**src/rtl/prog_tick_pkg.sv**
```systemverilog
// Shared definitions for the programmable tick generator: unit encodings,
// per-channel state type and the cycles-per-unit helper.
package prog_tick_pkg;

  localparam logic [1:0] UNIT_CLK = 2'b00;
  localparam logic [1:0] UNIT_US  = 2'b01;
  localparam logic [1:0] UNIT_MS  = 2'b10;
  localparam logic [1:0] UNIT_S   = 2'b11;

  typedef enum logic [1:0] {
    ST_IDLE = 2'b00,
    ST_RUN  = 2'b01,
    ST_DONE = 2'b10
  } chan_state_e;

  function automatic int unsigned cycles_per_unit(input logic [1:0]  unit_sel,
                                                  input int unsigned clk_freq_mhz);
    int unsigned cycles;
    case (unit_sel)
      UNIT_CLK: cycles = 1;
      UNIT_US:  cycles = clk_freq_mhz;
      UNIT_MS:  cycles = 1000 * clk_freq_mhz;
      default:  cycles = 1000000 * clk_freq_mhz;
    endcase
    return cycles;
  endfunction

endpackage

```
**src/rtl/prog_tick_chan.sv**
```systemverilog
// One tick-generator channel: prescaler + unit counter with shadowed period/unit.
// One-shot completion is compiled in only when PROG_TICK_ONESHOT_EN is defined.
module prog_tick_chan
  import prog_tick_pkg::*;
#(
  parameter int CLK_FREQ_MHZ = 100,
  parameter int PERIOD_W     = 16
) (
  input  logic                clk,
  input  logic                rst,
  input  logic                en,
  input  logic [PERIOD_W-1:0] period,
  input  logic [1:0]          unit,
  input  logic                oneshot,
  input  logic                sync,
  output logic                clk_o,
  output logic                tick_o,
  output logic                done_o,
  output chan_state_e         state_o
);

  localparam int PRESC_W = $clog2(1000000 * CLK_FREQ_MHZ);

  chan_state_e         state_q, state_d;
  logic [PRESC_W-1:0]  presc_q, presc_d, presc_last;
  logic [PERIOD_W-1:0] cnt_q, cnt_d;
  logic [PERIOD_W-1:0] per_q, per_d;
  logic [1:0]          unit_q, unit_d;
  logic                clk_q, clk_d, tick_q, tick_d, done_q, done_d;
  logic                load;
  logic [PERIOD_W:0]   half_d;

`ifdef PROG_TICK_ONESHOT_EN
  logic os_q, os_d;

  always_ff @(posedge clk) begin
    if (rst) os_q <= 1'b0;
    else     os_q <= os_d;
  end
`else
  logic unused_oneshot;
  assign unused_oneshot = oneshot;
`endif

  always_ff @(posedge clk) begin
    if (rst) begin
      state_q <= ST_IDLE;
      presc_q <= '0;
      cnt_q   <= '0;
      per_q   <= '0;
      unit_q  <= '0;
      clk_q   <= 1'b0;
      tick_q  <= 1'b0;
      done_q  <= 1'b0;
    end else begin
      state_q <= state_d;
      presc_q <= presc_d;
      cnt_q   <= cnt_d;
      per_q   <= per_d;
      unit_q  <= unit_d;
      clk_q   <= clk_d;
      tick_q  <= tick_d;
      done_q  <= done_d;
    end
  end

  // load marks a sampling point: RUN entry, sync restart or a period start.
  always_comb begin
    state_d    = state_q;
    presc_d    = presc_q;
    cnt_d      = cnt_q;
    per_d      = per_q;
    unit_d     = unit_q;
    load       = 1'b0;
    presc_last = PRESC_W'(cycles_per_unit(unit_q, CLK_FREQ_MHZ) - 1);
`ifdef PROG_TICK_ONESHOT_EN
    os_d       = os_q;
`endif
    if (!en) begin
      state_d = ST_IDLE;
      presc_d = '0;
      cnt_d   = '0;
      per_d   = '0;
      unit_d  = '0;
`ifdef PROG_TICK_ONESHOT_EN
      os_d    = 1'b0;
`endif
    end else begin
      case (state_q)
        ST_IDLE: load = (period != '0);
        ST_RUN: begin
          if (sync) begin
            load = 1'b1;
          end else if (presc_q == presc_last) begin
            presc_d = '0;
            if (cnt_q == per_q - PERIOD_W'(1)) begin
`ifdef PROG_TICK_ONESHOT_EN
              if (os_q) begin
                state_d = ST_DONE;
                cnt_d   = '0;
              end else begin
                load = 1'b1;
              end
`else
              load = 1'b1;
`endif
            end else begin
              cnt_d = cnt_q + PERIOD_W'(1);
            end
          end else begin
            presc_d = presc_q + PRESC_W'(1);
          end
        end
`ifdef PROG_TICK_ONESHOT_EN
        default: state_d = state_q;
`else
        default: state_d = ST_IDLE;
`endif
      endcase
      if (load) begin
        presc_d = '0;
        cnt_d   = '0;
        per_d   = period;
        unit_d  = unit;
        state_d = (period != '0) ? ST_RUN : ST_IDLE;
`ifdef PROG_TICK_ONESHOT_EN
        os_d    = oneshot;
`endif
      end
    end
  end

  // Outputs are registered from the next position so they align with the state.
  always_comb begin
    half_d = ({1'b0, per_d} + (PERIOD_W+1)'(1)) >> 1;
    tick_d = load && (state_d == ST_RUN);
    clk_d  = (state_d == ST_RUN) && ({1'b0, cnt_d} < half_d);
`ifdef PROG_TICK_ONESHOT_EN
    done_d = (state_d == ST_DONE);
`else
    done_d = 1'b0;
`endif
  end

  assign clk_o   = clk_q;
  assign tick_o  = tick_q;
  assign done_o  = done_q;
  assign state_o = state_q;

endmodule

```
**src/rtl/prog_tick_gen.sv**
```systemverilog
// Multi-channel programmable tick generator; NCH independent prog_tick_chan
// instances sharing one sync strobe. One-shot mode needs PROG_TICK_ONESHOT_EN.
module prog_tick_gen
  import prog_tick_pkg::*;
#(
  parameter int CLK_FREQ_MHZ = 100,
  parameter int NCH          = 4,
  parameter int PERIOD_W     = 16
) (
  input  logic                    clk,
  input  logic                    rst,
  input  logic [NCH-1:0]          en,
  input  logic [NCH*PERIOD_W-1:0] period,
  input  logic [2*NCH-1:0]        unit,
  input  logic [NCH-1:0]          oneshot,
  input  logic                    sync,
  output logic [NCH-1:0]          clk_o,
  output logic [NCH-1:0]          tick_o,
  output logic [NCH-1:0]          done_o,
  output logic [2*NCH-1:0]        state_o
);

  for (genvar i = 0; i < NCH; i++) begin : g_chan
    chan_state_e chan_state;

    prog_tick_chan #(
      .CLK_FREQ_MHZ (CLK_FREQ_MHZ),
      .PERIOD_W     (PERIOD_W)
    ) u_chan (
      .clk     (clk),
      .rst     (rst),
      .en      (en[i]),
      .period  (period[i*PERIOD_W +: PERIOD_W]),
      .unit    (unit[2*i +: 2]),
      .oneshot (oneshot[i]),
      .sync    (sync),
      .clk_o   (clk_o[i]),
      .tick_o  (tick_o[i]),
      .done_o  (done_o[i]),
      .state_o (chan_state)
    );

    assign state_o[2*i +: 2] = chan_state;
  end

endmodule
```
**config.mk**
```make
export PLATFORM = sky130hd
export DESIGN_NAME = prog_tick_gen
export DESIGN_NICKNAME = d
export VERILOG_FILES = /design/src/rtl/prog_tick_pkg.sv /design/src/rtl/prog_tick_chan.sv /design/src/rtl/prog_tick_gen.sv
export SDC_FILE = /design/constraint.sdc
export NUM_CORES = 1
export LEC_CHECK = 0
export CAP_MARGIN = 10
export CORE_ASPECT_RATIO = 0.9
export CORE_MARGIN = 5
export CORE_UTILIZATION = 40
export DETAILED_ROUTE_END_ITERATION = 6
export DONT_BUFFER_PORTS = 1
export PLACE_DENSITY_LB_ADDON = 0.05
export SETUP_SLACK_MARGIN = 0.5
export SYNTH_ARGS = -nofsm -noshare
export SYNTH_HDL_FRONTEND = slang
export SYNTH_SLANG_ARGS = --single-unit
```
**constraint.sdc**
```tcl
create_clock -name clk -period 18.94 [get_ports clk]
set_input_delay 0.947 -clock clk [delete_from_list [all_inputs] [get_ports clk]]
set_output_delay 0.947 -clock clk [all_outputs]
set_load 0.01 [all_outputs]
```
==> metrics.cfg, run 1 <==
[critical_path]
end_kind = register
timing_worst_setup_path_type = register to register
cp-start-kind = register
critPathArrivalTime_ns = 8.07
critPathMaxFanout = 28
cp.required_ns = 19.40

[die]
boundaryPins = 103
rows = 74
die_x_um = 236
core_um2 = 45400
die-area_um2 = 50300
start_util = 0.405
dieHeight_um = 213

[yosys]
synth_edf_count = 0
ys_warn_count = 0
synth-async-reset-ratio = 0
ys_ff_latch = 260
syn_avg_cell_area_um2 = 7.61
synthFlopType = dfxtp_1
yosys-top-cells-count = nor2_1, dfxtp_1, nand2_1, xnor2_1, xor2_1
synth.most_common_cell = nor2_1
yosys-top-cells-area = dfxtp_1, nor2_1, xnor2_1
syn_inst = 2412
ys_seq_area_frac = 0.284
yosys.area.top_type = dfxtp_1
netlist_area_um2 = 18400
synth_cell_type_count = 90
yosysTopAreaCellShare = 0.284

[pwr]
p_sw_uw = 355
seqPwrFrac = 0.414
max-vdd-ir-drop_mv = 0.0503
p_leak_uw = 0.00711
internal_power_uw = 1020
combPwrFrac = 0.098
p_sw_frac = 0.258
powerDensity_nw_per_um2 = 69.5
p_clk_frac = 0.488

[timing]
drv_slew = 0
tightestPinTransition_ns = 1.05
final-hold-violation-count = 0
fmax_mhz = 132
setup_tns_ns = 0
relSlewSlack = 0.296
finalSetupViolations = 0
skew_ns = 0.0188
rsz0062_at_grt = false
period_share = 0.401
fin_crit_ns = 7.60

[finish]
drive_above_1_share = 0.0520
instances_no_fill = 2953
n_antenna_cell = 0
fin_nets = 2483
area_growth_pct = 7.74

[clocking]
clock_latency_ns = 0.54
cts_tree = yes
post_cts_resized = 0
clockBufferDepth = 3
htree_levels = 2
clkSinkCount = 260
cts_made_buffers = 34
ctsHoldBuffers = 0
clkTransAtPathRegs_ns = 0.06
post_cts_buffers = 0
cts_root_buf = clkbuf_16

[flow_run]
cap_violations = 0

[route]
drt_iter0_markers = 879
drc_errors = 0
avgViaCountPerCell = 5.58
vias = 16500
totalWireLength_um = 50400
antenna_left = 0
wl_per_cell_um = 17.1
first_pass_iters = 5

[status]
outcome = finished clean

[grt]
gr-usage-all-layers = 0.194
grt_max_degree = 32
gr-total-overflow = 0
grt_pass1_wl_um = 82300
antenna_found_initial = 0
grt_pass1_vias = 15600

[placed_design]
place_inst = 2892
dp.final_hpwl_um = 37200
io_buffers = 0
gp_congestion = 0.846

[worst_hold_path]
hold_path_class = input pin to register

per-stage QoR:
step                      cell area [µm²]  utilization  hold WS (ns)  power [µW]  setup slack [ns]
final                               19800        0.436         0.484        1380             11.34
after global routing                19800        0.436         0.453        1440             10.71
after CTS                           19800        0.436         0.445        1400             11.36
after detailed placement            18600        0.410         0.504         715             11.40
after global placement              18600        0.410         0.499         714             11.45
after floorplan                     18400            -         0.474         688             12.65
state kept, by name, indices dropped and copies added, names as in the netlist:
| name | cells |
|---|---|
| g_chan.u_chan.presc_q | 108 |
| g_chan.u_chan.unit_q | 8 |
| g_chan.u_chan.cnt_q | 64 |
| g_chan.u_chan.per_q | 64 |
| g_chan.u_chan.state_o | 8 |
| g_chan.u_chan.clk_o | 4 |
| g_chan.u_chan.tick_o | 4 |
power by group through the flow:
stage | Clock [µW] | Sequential, µW | Combinational, µW
6_report | 671 | 569 | 135
5_1_grt | 717 | 569 | 151
3_5_place_dp | 0 | 580 | 134
4_1_cts | 695 | 568 | 135
2_1_floorplan | 0 | 569 | 119
3_3_place_gp | 0 | 580 | 133
per-layer routing:
metal | vias up | part of all wire | track usage
met5 | - | 0 | 0
met1 | 7743 | 0.50 | 0.282
li1 | 8312 | - | -
met4 | 0 | 0.025 | 0.0592
met3 | 82 | 0.050 | 0.0313
met2 | 346 | 0.42 | 0.298
cells in the final DEF (no fill, tap or decap), types with 7 or more instances in the layout:
| cell type | n |
|---|---|
| dfxtp_1 | 260 |
| nor4_1 | 57 |
| a31oi_1 | 12 |
| buf_4 | 13 |
| and2_1 | 8 |
| nand2b_1 | 27 |
| o2111ai_1 | 8 |
| o211ai_1 | 17 |
| a22oi_1 | 7 |
| or3_1 | 19 |
| nand2_1 | 178 |
| or4_1 | 16 |
| ha_1 | 80 |
| mux2_2 | 8 |
| a211oi_1 | 11 |
| clkbuf_8 | 8 |
| nand3b_1 | 9 |
| nor2b_1 | 35 |
| nand4_1 | 96 |
| or2_2 | 15 |
| xnor2_1 | 148 |
| clkinv_2 | 8 |
| o21ai_0 | 59 |
| nor3b_1 | 7 |
| a21oi_1 | 102 |
| a2111oi_0 | 7 |
| inv_1 | 51 |
| nand3_1 | 122 |
| nor3_1 | 82 |
| xor2_1 | 138 |
| a21o_1 | 23 |
| and3_1 | 58 |
| clkbuf_16 | 37 |
| conb_1 | 8 |
| mux2i_1 | 67 |
| nor2_1 | 415 |
| and4_1 | 15 |
final timing paths:
check / startpoint / end / slack (ns) / cells past startpoint
max: g_chan[2].u_chan.per_q[2] / g_chan[2].u_chan.clk_o / 11.34 / 26
min: rst / g_chan[2].u_chan.per_q[15] / 0.48 / 1
min reg2reg: g_chan[3].u_chan.presc_q[1] / g_chan[3].u_chan.presc_q[1] / 0.51 / 2
max reg2reg: g_chan[2].u_chan.per_q[2] / g_chan[2].u_chan.clk_o / 11.34 / 26
cell type report:
class / count / area [µm²]
clock buffer: 48 / 1050
clock inverter: 13 / 123
fill: 4638 / 25600
inverter: 52 / 195
multi-input combinational: 1959 / 12300
sequential: 260 / 5200
tap: 608 / 761
timing repair buffer: 13 / 97.6
cells by family (layout without fill, tap and decap cells):
family / after synthesis / after routing / share of synthesized area
AND/OR/NAND/NOR: 1191 / 1191 / 0.322
AO/OA/AOI/OAI: 318 / 318 / 0.114
XOR/XNOR: 287 / 287 / 0.138
flip-flops: 260 / 260 / 0.284
buffers and inverters: 200 / 126 / 0.0463
adder cells (fa/ha/maj): 80 / 80 / 0.0545
multiplexers: 75 / 75 / 0.0414
other: 1 / 8 / 0.000204
critical path, cell delays in order (launching register included):
cell	delay, ns
dfxtp_1	0.45
or4_1	0.74
nor4_1	0.26
o21ai_0	0.11
and3b_1	0.21
nor4_1	0.79
a21oi_2	0.22
nor2_4	0.65
mux2i_1	0.21
nor2_1	0.13
ha_1	0.35
nand3_1	0.14
nor3_1	0.34
nand3_1	0.24
and3_1	0.25
o21ai_0	0.14
and3_1	0.22
ha_1	0.25
a21o_1	0.16
a21o_1	0.17
a21o_1	0.17
a21o_1	0.17
a21oi_1	0.14
nor2b_1	0.06
o21ai_0	0.14
or4b_2	0.64
a21oi_1	0.15
Note: power is estimated with default switching activity, not from simulation.
==> inputs of run 2 (changes only) <==
==> constraint.sdc (replaced) <==
create_clock -name clk -period 7.1 [get_ports clk]
set_input_delay 0.355 -clock clk [delete_from_list [all_inputs] [get_ports clk]]
set_output_delay 0.355 -clock clk [all_outputs]
set_load 0.01 [all_outputs]
==> metrics.cfg, run 2 (same netlist as run 1, synthesis figures left out) <==
[flow_run]
cap_violations = 0

[die]
die-area_um2 = 50300
rows = 74
boundaryPins = 103
core_um2 = 45400
dieHeight_um = 213
die_x_um = 236
start_util = 0.405

[grt]
grt_max_degree = 39
gr-total-overflow = 0
antenna_found_initial = 2
grt_pass1_vias = 16000
gr-usage-all-layers = 0.202
grt_pass1_wl_um = 85200

[clocking]
cts_tree = yes
cts_root_buf = clkbuf_16
clkTransAtPathRegs_ns = 0.06
clkSinkCount = 260
clockBufferDepth = 3
cts_made_buffers = 35
htree_levels = 2
clock_latency_ns = 0.54

[critical_path]
path_buf_inv = 1
cp_top_family = simple AND/OR/NAND/NOR gates
crit_path_top_delay_cell = or4b_2
max_stage_delay_ns = 0.64
timing_worst_setup_path_type = register to register
cp.required_ns = 7.57
r2r_slack_ns = 0.87
path_common_cell = a21o_1
critPathMaxFanout = 8
end_kind = register
critPathArrivalTime_ns = 6.71
cp-start-kind = register

[finish]
largestRegisters = g_chan.u_chan.presc_q: 108 flops, g_chan.u_chan.cnt_q: 64 flops, g_chan.u_chan.per_q: 64 flops
drive_above_1_share = 0.0587
fill_cells = 4669
final_cell_mix = nor2_1, dfxtp_1, nand2_1
multi_input_area_um2 = 12400
n_antenna_cell = 0
area_growth_pct = 10.7
fin_nets = 2542
instances_no_fill = 3012
largest_reg_flops = 108
top_register = g_chan.u_chan.presc_q
final_common_cell = nor2_1
seq_area_um2 = 5200

[timing]
tightestPinTransition_ns = 1.02
setup_tns_ns = 0
skew_ns = 0.0121
fin_crit_ns = 6.23
period_share = 0.878
fmax_mhz = 160
finalSetupViolations = 0
rsz0062_at_grt = false
final-hold-violation-count = 0
drv_slew = 0
relSlewSlack = 0.317

[pwr]
p_sw_frac = 0.264
seqPwrFrac = 0.419
p_sw_uw = 955
p_clk_frac = 0.471
internal_power_uw = 2660
p_leak_uw = 0.00733
combPwrFrac = 0.110
max-vdd-ir-drop_mv = 0.157
powerDensity_nw_per_um2 = 178

[route]
drt_iter0_markers = 925
totalWireLength_um = 52000
antenna_left = 0
wl_per_cell_um = 17.3
avgViaCountPerCell = 5.54
drc_errors = 0
first_pass_iters = 5
vias = 16700

[worst_hold_path]
hold_path_class = input pin to register

[status]
outcome = finished clean

[placed_design]
gp_congestion = 0.862
dp.final_hpwl_um = 37800
io_buffers = 0
place_inst = 2905

## run 2: per-layer routing
metal	global-route usage	part of all wire	vias to the layer above
met4	0.0514	0.020	2
met3	0.0364	0.053	80
met5	0	0.00025	-
met2	0.309	0.42	379
met1	0.295	0.51	7805
li1	-	-	8432
## run 2: worst paths after layout
kind,depth (start not counted),startpoint,endpoint
worst max register to register,26,g_chan[2].u_chan.per_q[4],g_chan[2].u_chan.clk_o
worst max-delay path,26,g_chan[2].u_chan.per_q[4],g_chan[2].u_chan.clk_o
worst min register to register,2,g_chan[3].u_chan.presc_q[1],g_chan[3].u_chan.presc_q[1]
worst min-delay path,2,period[60],g_chan[3].u_chan.per_q[12]
## run 2: power groups by stage
stage / Sequential [µW] / Clock (µW) / Combinational (µW)
finish: 1510 / 1700 / 398
global route: 1520 / 1840 / 443
CTS: 1510 / 1770 / 392
detailed placement: 1550 / 0 / 365
global placement: 1540 / 0 / 362
floorplan: 1520 / 0 / 317
## run 2: cell type report
| type | count | share of cell area |
|---|---|---|
| clock inverter | 9 | 0.00425 |
| sequential | 260 | 0.256 |
| inverter | 52 | 0.00961 |
| tap | 608 | 0.0374 |
| clock buffer | 53 | 0.0494 |
| timing repair buffer | 71 | 0.0320 |
| multi-input combinational | 1959 | 0.611 |
## run 2: worst reg2reg max path: stages, from the launching register on
cell and delay [ns]:
dfxtp_1 0.41, or4_4 0.59, nor4b_4 0.36, mux2i_1 0.13, or3b_1 0.45, a211oi_4 0.33, a21oi_2 0.15, nor2_4 0.19
mux2i_1 0.12, nor2_1 0.12, ha_1 0.18, buf_4 0.16, nand3_1 0.11, nor2_2 0.17, nand3_2 0.14, or3_1 0.31
and3_1 0.18, ha_1 0.29, a21o_1 0.16, a21o_1 0.17, a21o_1 0.17, a21o_1 0.17, a21oi_1 0.14, nor2b_1 0.06
o21ai_0 0.12, or4b_2 0.64, a21oi_1 0.14
## run 2: what timing repair did
action | CTS | global route
gates resized for setup | 0 | 16
setup endpoints to repair | 0 | 3
buffers inserted | 0 | 2
hold buffers | 43 | 0
hold endpoints to repair | 58 | 0
## run 2: stage by stage
| step | total power [µW] | setup slack [ns] | hold slack (ns) | instance area [µm²] | utilization |
|---|---|---|---|---|---|
| 4_1_cts | 3680 | 0.546 | 0.000683 | 20200 | 0.446 |
| 5_1_grt | 3800 | 0.512 | 0.0290 | 20300 | 0.448 |
| 2_1_floorplan | 1840 | 0.807 | 0.474 | 18400 | - |
| 6_report | 3610 | 0.867 | 0.0389 | 20300 | 0.448 |
| 3_3_place_gp | 1910 | 0.652 | 0.441 | 18700 | 0.412 |
| 3_5_place_dp | 1910 | 0.590 | 0.441 | 18700 | 0.412 |
==> inputs of run 3 (changes only) <==
--- a/config.mk
+++ b/config.mk
@@ -6,7 +6,7 @@
 export NUM_CORES = 1
 export LEC_CHECK = 0
 export CAP_MARGIN = 10
-export CORE_ASPECT_RATIO = 0.9
+export CORE_ASPECT_RATIO = 0.5
 export CORE_MARGIN = 5
 export CORE_UTILIZATION = 40
 export DETAILED_ROUTE_END_ITERATION = 6
==> metrics.cfg, run 3 (same netlist as run 1, synthesis figures left out) <==
[status]
outcome = finished clean

[critical_path]
cp-start-kind = register
rr_startpoint = g_chan[2].u_chan.per_q[2]
max_stage_delay_ns = 0.63
r2r_slack_ns = 0.90
critPathMaxFanout = 13
r2r_end = g_chan[2].u_chan.clk_o
path_common_cell = a21o_1
timing_worst_setup_path_type = register to register
cp.required_ns = 7.59
crit_path_top_delay_cell = or4b_2
end_kind = register
critPathArrivalTime_ns = 6.69
worstRegToRegCells = 26

[clocking]
clkTransAtPathRegs_ns = 0.07
clockBufferDepth = 3
clock_latency_ns = 0.57
clkSinkCount = 260
cts_tree = yes
cts_made_buffers = 28
htree_levels = 1
cts_root_buf = clkbuf_16

[finish]
fill_cells = 4644
seq_area_um2 = 5210
top_register = g_chan.u_chan.presc_q
fin_nets = 2547
drive_above_1_share = 0.0578
final_common_cell = nor2_1
fin_util = 0.450
n_antenna_cell = 0
largest_reg_flops = 108
area_growth_pct = 10.9
final_cell_mix = nor2_1, dfxtp_1, nand2_1
multi_input_area_um2 = 12400
largestRegisters = g_chan.u_chan.presc_q: 108 flops, g_chan.u_chan.cnt_q: 64 flops, g_chan.u_chan.per_q: 64 flops

[placed_design]
io_buffers = 0
place_ws_ns = 0.574
gp_congestion = 0.817
dp.final_hpwl_um = 39000

[die]
start_util = 0.405
core_um2 = 45300
rows = 55
die-area_um2 = 50500
boundaryPins = 103
die_x_um = 313
dieHeight_um = 161

[pwr]
max-vdd-ir-drop_mv = 0.160
powerDensity_nw_per_um2 = 176
p_leak_uw = 0.00737

[grt]
gr-total-overflow = 0
grt_max_degree = 39
gr-usage-all-layers = 0.207
antenna_found_initial = 1
grt_pass1_wl_um = 86900
grt_pass1_vias = 15700

[route]
wl_per_cell_um = 18.0
routed.top_layer = met4
totalWireLength_um = 54100
met2_length_um = 24700
wl_met3_um = 2020
drc_errors = 0
drt_iter0_markers = 974
first_pass_iters = 5
antenna_left = 0
wl_met1_um = 26400
avgViaCountPerCell = 5.54
vias = 16600

[timing]
period_share = 0.873
setup_tns_ns = 0
relSlewSlack = 0.289
drv_slew = 0
rsz0062_at_grt = true
finalSetupViolations = 0
tightestPinTransition_ns = 1.06
final-hold-violation-count = 0
skew_ns = 0.0221
fmax_mhz = 161
fin_crit_ns = 6.20
timing.hold.ws_ns = 0.0230
fin_ws_ns = 0.904

[worst_hold_path]
hold_start = period[48]
hold_path_class = input pin to register
whs_path_depth = 2
min_to = g_chan[3].u_chan.per_q[0]

[flow_run]
cap_violations = 0

-- run 3: cell types whose count changed in the layout (fill, tap and decap cells not counted), moves of 2 or more --
| cell | change |
|---|---|
| bufinv_16 | +4 |
| clkbuf_1 | -9 |
| clkbuf_16 | -6 |
| clkbuf_8 | +2 |
| clkinv_2 | +2 |
| dlygate4sd3_1 | +11 |
| inv_6 | -3 |
| o21ai_0 | +2 |
-- run 3: where the power goes --
part	leakage, µW	internal, µW	switching [µW]	total [µW]
registers	0.00210	1480	39.7	1520
logic	0.00475	172	233	405
clock network	0.000513	1010	660	1670
total	0.00737	2660	933	3590
-- run 3: what timing repair did --
| item | in CTS | in global routing |
|---|---|---|
| setup endpoints to repair | 0 | 2 |
| resized for setup | 0 | 12 |
| hold buffers | 54 | 0 |
| buffers inserted | 0 | 1 |
| endpoints found under the hold margin | 66 | 0 |
-- run 3: routing by layer --
metal / up-vias / GRT usage
met1: 7799 / 0.293
met3: 67 / 0.0238
met2: 318 / 0.346
met4: 0 / 0.0364
li1: 8453 / -
met5: - / 0
-- run 3: metrics by stage --
step / total power (µW) / cell area (µm²) / instances
2_1_floorplan: 1840 / 18400 / 2419
6_report: 3590 / 20400 / 3004
4_1_cts: 3640 / 20300 / 3003
5_1_grt: 3760 / 20400 / 3004
3_3_place_gp: 1920 / 18700 / 2897
3_5_place_dp: 1920 / 18700 / 2897
-- run 3: how the worst max path moves through the flow --
stage | from | endpoint | slack, ns | cells after the start
after floorplan | g_chan[2].u_chan.per_q[4] | g_chan[2].u_chan.clk_o | 0.81 | 30
after global placement | g_chan[2].u_chan.per_q[2] | g_chan[2].u_chan.clk_o | 0.69 | 26
after detailed placement | g_chan[2].u_chan.per_q[2] | g_chan[2].u_chan.clk_o | 0.57 | 26
after CTS | g_chan[2].u_chan.per_q[2] | g_chan[2].u_chan.clk_o | 0.53 | 26
after global routing | g_chan[2].u_chan.per_q[2] | g_chan[2].u_chan.clk_o | 0.47 | 26
final | g_chan[2].u_chan.per_q[2] | g_chan[2].u_chan.clk_o | 0.90 | 26
-- run 3: final cells by class --
cell class                      instances  share of cell area
Sequential cell                       260               0.256
Inverter                               52             0.00959
Clock buffer                           40              0.0416
Timing Repair Buffer                   83              0.0377
Tap cell                              598              0.0368
Multi-Input combinational cell       1959               0.609
Clock inverter                         12             0.00940
-- run 3: worst max-delay path, delay by kind of cell, from the launching register on --
kind,cells,cell delay [ns]
multiplexers,2,0.23
adder cells (fa/ha/maj),2,0.47
buffers and inverters,1,0.16
flip-flops,1,0.41
AND/OR/NAND/NOR,12,3.27
AO/OA/AOI/OAI,9,1.59
